## src/rtl/prefetch_pkg.sv

```systemverilog
// Shared types and helpers for the instruction prefetch buffer.
`default_nettype none

package prefetch_pkg;

  localparam int unsigned XLEN    = 24;
  localparam int unsigned PC_STEP = 4;

  typedef enum logic [1:0] {
    IDLE  = 2'd0,
    FETCH = 2'd1,
    FLUSH = 2'd2
  } state_e;

  typedef struct packed {
    logic [XLEN-1:0] pc;
    logic [XLEN-1:0] word;
  } entry_t;

  function automatic logic [15:0] sat_add16(input logic [15:0] a, input logic [15:0] b);
    logic [16:0] sum;
    sum = {1'b0, a} + {1'b0, b};
    return sum[16] ? 16'hFFFF : sum[15:0];
  endfunction

endpackage

`default_nettype wire

```

## src/rtl/prefetch_fifo.sv

```systemverilog
// Entry FIFO for the prefetch buffer; each entry is {pc, word}, head visible combinationally.
`default_nettype none

module prefetch_fifo
  import prefetch_pkg::*;
#(
  parameter int unsigned N     = 24,
  parameter int unsigned DEPTH = 4
) (
  input  logic                       clk,
  input  logic                       rst,
  input  logic                       push_i,
  input  logic                       pop_i,
  input  logic                       flush_i,
  input  logic [2*N-1:0]             wdata_i,
  output logic [2*N-1:0]             rdata_o,
  output logic [$clog2(DEPTH):0]     count_o,
  output logic                       full_o,
  output logic                       empty_o
);

  localparam int unsigned AW = $clog2(DEPTH);

  logic [2*N-1:0] mem_q [DEPTH];
  logic [AW-1:0]  wr_ptr_q, wr_ptr_d;
  logic [AW-1:0]  rd_ptr_q, rd_ptr_d;
  logic [AW:0]    count_q, count_d;
  logic           do_push, do_pop;

  assign full_o  = (count_q == (AW+1)'(DEPTH));
  assign empty_o = (count_q == '0);
  assign count_o = count_q;
  assign rdata_o = mem_q[rd_ptr_q];

  // Flush wins over any same-cycle push or pop.
  assign do_push = push_i && !full_o && !flush_i;
  assign do_pop  = pop_i && !empty_o && !flush_i;

  always_comb begin
    wr_ptr_d = wr_ptr_q;
    rd_ptr_d = rd_ptr_q;
    count_d  = count_q;
    if (flush_i) begin
      wr_ptr_d = '0;
      rd_ptr_d = '0;
      count_d  = '0;
    end else begin
      if (do_push) wr_ptr_d = wr_ptr_q + AW'(1);
      if (do_pop)  rd_ptr_d = rd_ptr_q + AW'(1);
      case ({do_push, do_pop})
        2'b10:   count_d = count_q + (AW+1)'(1);
        2'b01:   count_d = count_q - (AW+1)'(1);
        default: count_d = count_q;
      endcase
    end
  end

  always_ff @(posedge clk) begin
    if (!rst) begin
      wr_ptr_q <= '0;
      rd_ptr_q <= '0;
      count_q  <= '0;
    end else begin
      wr_ptr_q <= wr_ptr_d;
      rd_ptr_q <= rd_ptr_d;
      count_q  <= count_d;
    end
  end

  always_ff @(posedge clk) begin
    if (do_push) mem_q[wr_ptr_q] <= wdata_i;
  end

endmodule

`default_nettype wire

```

## src/rtl/instr_prefetch_buffer.sv

```systemverilog
// Instruction prefetch buffer: single-outstanding fetch FSM feeding an entry FIFO.
// Optional PREFETCH_STATS_EN adds saturating fetched/flushed counters.
`default_nettype none

module instr_prefetch_buffer
  import prefetch_pkg::*;
#(
  parameter int unsigned N     = 24,
  parameter int unsigned DEPTH = 4
) (
  input  logic         clk,
  input  logic         rst,
  output logic         imem_req_o,
  output logic [N-1:0] imem_addr_o,
  input  logic         imem_rvalid_i,
  input  logic [N-1:0] imem_rdata_i,
  output logic         instr_valid_o,
  output logic [N-1:0] instr_o,
  output logic [N-1:0] instr_pc_o,
  input  logic         instr_ready_i,
  input  logic         redirect_i,
  input  logic [N-1:0] redirect_addr_i
`ifdef PREFETCH_STATS_EN
  ,
  output logic [15:0]  stat_fetched_o,
  output logic [15:0]  stat_flushed_o
`endif
);

  localparam int unsigned AW = $clog2(DEPTH);

  state_e         state_q, state_d;
  logic [N-1:0]   fetch_pc_q, fetch_pc_d;
  logic [N-1:0]   req_pc_q, req_pc_d;
  logic           push, pop, stale_drop;
  logic [AW:0]    count;
  logic           full, empty;
  logic [2*N-1:0] rdata;

  prefetch_fifo #(.N(N), .DEPTH(DEPTH)) u_fifo (
    .clk     (clk),
    .rst     (rst),
    .push_i  (push),
    .pop_i   (pop),
    .flush_i (redirect_i),
    .wdata_i ({req_pc_q, imem_rdata_i}),
    .rdata_o (rdata),
    .count_o (count),
    .full_o  (full),
    .empty_o (empty)
  );

  assign instr_valid_o = rst && !empty;
  assign {instr_pc_o, instr_o} = rdata;
  assign pop = instr_valid_o && instr_ready_i && !redirect_i;
  assign imem_addr_o = imem_req_o ? fetch_pc_q : '0;

  always_comb begin
    state_d    = state_q;
    fetch_pc_d = fetch_pc_q;
    req_pc_d   = req_pc_q;
    imem_req_o = 1'b0;
    push       = 1'b0;
    stale_drop = 1'b0;
    case (state_q)
      IDLE: begin
        if (rst && !redirect_i && (count < (AW+1)'(DEPTH))) begin
          imem_req_o = 1'b1;
          req_pc_d   = fetch_pc_q;
          fetch_pc_d = fetch_pc_q + N'(PC_STEP);
          state_d    = FETCH;
        end
      end
      FETCH: begin
        if (imem_rvalid_i) begin
          state_d    = IDLE;
          stale_drop = redirect_i;
          push       = !redirect_i && !full;
        end else if (redirect_i) begin
          state_d = FLUSH;
        end
      end
      FLUSH: begin
        if (imem_rvalid_i) begin
          state_d    = IDLE;
          stale_drop = 1'b1;
        end
      end
      default: state_d = IDLE;
    endcase
    if (redirect_i) fetch_pc_d = redirect_addr_i & ~N'(3);
  end

  always_ff @(posedge clk) begin
    if (!rst) begin
      state_q    <= IDLE;
      fetch_pc_q <= '0;
      req_pc_q   <= '0;
    end else begin
      state_q    <= state_d;
      fetch_pc_q <= fetch_pc_d;
      req_pc_q   <= req_pc_d;
    end
  end

`ifdef PREFETCH_STATS_EN
  logic [15:0] stat_fetched_q, stat_flushed_q;
  logic [15:0] flush_inc;

  // Discarded entries on redirect plus one for any dropped stale response.
  assign flush_inc = (redirect_i ? 16'(count) : 16'd0) + {15'd0, stale_drop};

  always_ff @(posedge clk) begin
    if (!rst) begin
      stat_fetched_q <= '0;
      stat_flushed_q <= '0;
    end else begin
      stat_fetched_q <= sat_add16(stat_fetched_q, {15'd0, push});
      stat_flushed_q <= sat_add16(stat_flushed_q, flush_inc);
    end
  end

  assign stat_fetched_o = stat_fetched_q;
  assign stat_flushed_o = stat_flushed_q;
`endif

endmodule

`default_nettype wire

```

## config.mk

```make
export PLATFORM = sky130hd
export DESIGN_NAME = instr_prefetch_buffer
export DESIGN_NICKNAME = d
export VERILOG_FILES = /design/src/rtl/prefetch_pkg.sv /design/src/rtl/prefetch_fifo.sv /design/src/rtl/instr_prefetch_buffer.sv
export SDC_FILE = /design/constraint.sdc
export NUM_CORES = 1
export LEC_CHECK = 0
export ABC_AREA = 1
export BUFFER_PORTS_ARGS = -buffer_cell sky130_fd_sc_hd__clkbuf_2
export CORE_MARGIN = 10
export CORE_UTILIZATION = 45
export CTS_CLUSTER_DIAMETER = 100
export DETAILED_ROUTE_END_ITERATION = 6
export PLACE_DENSITY_LB_ADDON = 0.15
export SYNTH_ARGS = -nofsm -noshare
export SYNTH_HDL_FRONTEND = slang
export SYNTH_SLANG_ARGS = --single-unit
```

## constraint.sdc

```tcl
create_clock -name clk -period 7.33 [get_ports clk]
set_input_delay 0.3665 -clock clk [delete_from_list [all_inputs] [get_ports clk]]
set_output_delay 0.3665 -clock clk [all_outputs]
set_load 0.005 [all_outputs]
```

==> out/results.tsv <==
stage	metric	value	unit
run_status	status	complete, no violations	
power_and_ir_drop	power_frac_seq	0.531	
detailed_routing	routed_wl	21500	µm
clocking	cts_max_level	1	
synth	synth_top_area_share	0.573	
place	io_buffers	120	
synth	synth_commonest_cells	edfxtp_1 (184), nor2_1 (151), nand2_1 (102), o21ai_0 (102), inv_1 (60)	
floorplan	dieArea	27700	µm²
place	dp_slack	4430	ps
worst_hold_path	worstHoldPathType	primary input to flop	
power_and_ir_drop	switching_power	585	µW
floorplan	fp.dieH	166	µm
critical_path	reg2reg_slack	5070	ps
finish	layout-drive-gt1-share	0.193	
critical_path	crit_path_max_incr_delay	690	ps
clocking	cts.sinks	239	
clocking	post-cts-setup-buffer-count	0	
clocking	ctsResizeCount	0	
synth	syn_area	9650	µm²
timing	rsz0062_at_grt	no	
floorplan	io_pins	127	
detailed_routing	drc	0	
synth	async_flop_share	0	
detailed_routing	num_vias	6589	
synth	synth_edf_count	184	
detailed_routing	avgRoutedWirePerCell	16.7	µm
floorplan	core	21100	µm²
critical_path	path_cells	buf_4, inv_2, buf_4, o21ai_0, o22ai_1, clkbuf_2	
power_and_ir_drop	p_clk_frac	0.437	
detailed_routing	vias_per_cell	5.12	
floorplan	rows	53	
finish	final_net_count	1053	
finish	ff_latch_area	6630	µm²
synth	yosysTopAreaCell	edfxtp_1	
finish	final_area	11300	µm²
critical_path	cpMostUsedCell	buf_4	
detailed_routing	drt-pass1-iter-count	5	
grt	track_usage	0.147	
grt	grt_overflow	0	
place	placed_cell_area	10500	µm²
clocking	numCtsBuffers	26	
grt	grt_pass1_wl	34100	µm
critical_path	worst-path-buf-inv	4	
floorplan	start_util	0.457	
finish	n_antenna_cell	0	
critical_path	startpoint_type	flop	
synth	synth_warnings	0	
timing	tightestPinTransition	997	ps
synth	synthFlopType	edfxtp_1	
detailed_routing	dr.first_iter.drc_count	448	
timing	fmax	299	MHz
power_and_ir_drop	vdd.ir_drop.worst	0.163	mV
critical_path	cp-end-kind	primary output	
synth	synth_area_leaders	edfxtp_1 (57%), dfxtp_1 (11%), nor2_1 (5.9%), o21ai_0 (5.3%), nand2_1 (4.0%)	
detailed_routing	drtAntennaViolNets	0	
floorplan	die_w	166	µm
finish	syn_to_final_growth	17.0	%
place	place_congestion	0.795	
timing	tns	0	ps
power_and_ir_drop	pwr_density_cell	249	nW/µm²
clocking	cts_tree	built	
timing	hold_viol	0	
critical_path	cp.required	6960	ps
timing	period_share	0.456	
critical_path	crit_type	flop to primary output	
timing	fin_skew	15.8	ps
clocking	postCtsHoldBufs	0	
power_and_ir_drop	p_int	2.23	mW
power_and_ir_drop	switching_share	0.208	
synth	yosysMostFrequentCell	edfxtp_1	
grt	grt_pass1_vias	6353	
critical_path	cpMaxStageDelayCell	buf_4	
power_and_ir_drop	p_leak	4.32	nW
clocking	cts_buffer_depth	3	
place	hpwl	12700	µm
critical_path	cp_top_family	buffers and inverters	
synth	synth_seq_cells	239	
timing	min_period	3340	ps
finish	fillers	1878	
timing	setup_slack	3990	ps
grt	antenna_found_initial	0	
power_and_ir_drop	pwr-share-comb	0.032	
synth	synthCells	881	
power_and_ir_drop	totalPowerFinal	2.81	mW
critical_path	arrival	2970	ps
clocking	clk_latency	520	ps
timing	slew_headroom	0.335	
critical_path	critPathMaxFanout	93	
grt	grt_max_degree	94	
synth	avgSynthCellArea	10.9	µm²
run	cap_violations	0	
synth	synthDistinctLibCells	32	
clocking	clockRootBuffer	clkbuf_16	
finish	multi_input_area	2580	µm²
timing	drv_slew	0	
synth	ys_seq_area_frac	0.687	
timing	setup_violations	0	
clocking	clkSlewWorstSetupHoldPaths	60	ps
## worst reg2reg max path: stages (launching register included)
cell and delay [ps]:
dfxtp_1 440, nand3_1 120, nand4_1 450, ha_1 270
inv_1 70, fa_1 370, a21oi_1 140, o21ai_0 110
xor2_1 150, nor2_1 90
## sequential cells by signal, indices dropped and copies added (netlist names), named ones only
signal           flops
req_pc_q            22
u_fifo.rd_ptr_q      2
u_fifo.wr_ptr_q      2
u_fifo.count_o       3
state_q              2
fetch_pc_q          22
u_fifo.mem_q       184
## cell usage in the layout, fill, tap and decap left out, types with 3 or more instances in the layout
cell type   synthesis  final
edfxtp_1          184    184
nor2_1            151    147
clkbuf_2            0    120
nand2_1           102    102
o21ai_0           102    102
inv_1              60     59
dfxtp_1            55     54
o22ai_1            46     46
a21oi_1            27     27
clkbuf_16           0     27
nand3_1            25     25
nor3_1             13     13
nor2_2             10     10
buf_4               6      9
inv_2               7      8
nand4_1             8      8
a22oi_1             6      6
ha_1                6      6
clkinv_2            0      6
a21boi_1            5      5
xor2_1              5      5
clkbuf_1           31      5
nor2_4              0      4
o21ai_1             5      4
conb_1              1      4
a31oi_1             3      3
a211oi_1            3      3
clkinv_1            0      3
clkinvlp_4          0      3
## cell type report
type	count	area share
sequential	239	0.587
multi-input combinational	530	0.229
clock buffer	33	0.0627
timing repair buffer	129	0.0592
tap	275	0.0305
inverter	67	0.0223
clock inverter	14	0.00975
## worst paths after layout
| path | from | end | cells past startpoint |
|---|---|---|---|
| min reg2reg | u_fifo.rd_ptr_q[1] | flop | 2 |
| min | imem_rdata_i[16] | u_fifo.mem_q[1][16] | 1 |
| max reg2reg | u_fifo.count_o[2] | u_fifo.count_o[2] | 9 |
| max | flop | instr_pc_o[11] | 6 |
## layer usage
metal  global-route usage  vias up  share of wire
met1                0.194     3084           0.45
met5                    0        -              0
li1                     -     3308              -
met4               0.0347        0          0.018
met3               0.0346       29          0.063
met2                0.241      168           0.47
## power groups by stage
stage	Clock, mW	Sequential, mW	Combinational, mW
3_3_place_gp	0	1.52	0.0906
2_1_floorplan	0	1.51	0.0572
5_1_grt	1.31	1.49	0.104
3_5_place_dp	0	1.52	0.0916
4_1_cts	1.26	1.49	0.0922
6_report	1.23	1.49	0.0911
## logic make-up after synthesis
kind of cell               Yosys count  synth area share
AOI/OAI and AO/OA                  201             0.115
and+or+nand+nor                    312             0.132
adders and majority gates            7           0.00986
DFF                                239             0.687
xor gates and xnor gates             6           0.00545
buffers and inverters              115            0.0503
other                                1          0.000389
## through the flow
step	cells	hold slack, ps	util
4_1_cts	1287	46.8	0.535
6_report	1287	66.7	0.535
2_1_floorplan	884	441	-
3_5_place_dp	1240	465	0.497
3_3_place_gp	1240	461	0.497
5_1_grt	1287	57.7	0.535
Note: power is estimated with default switching activity, not from simulation.
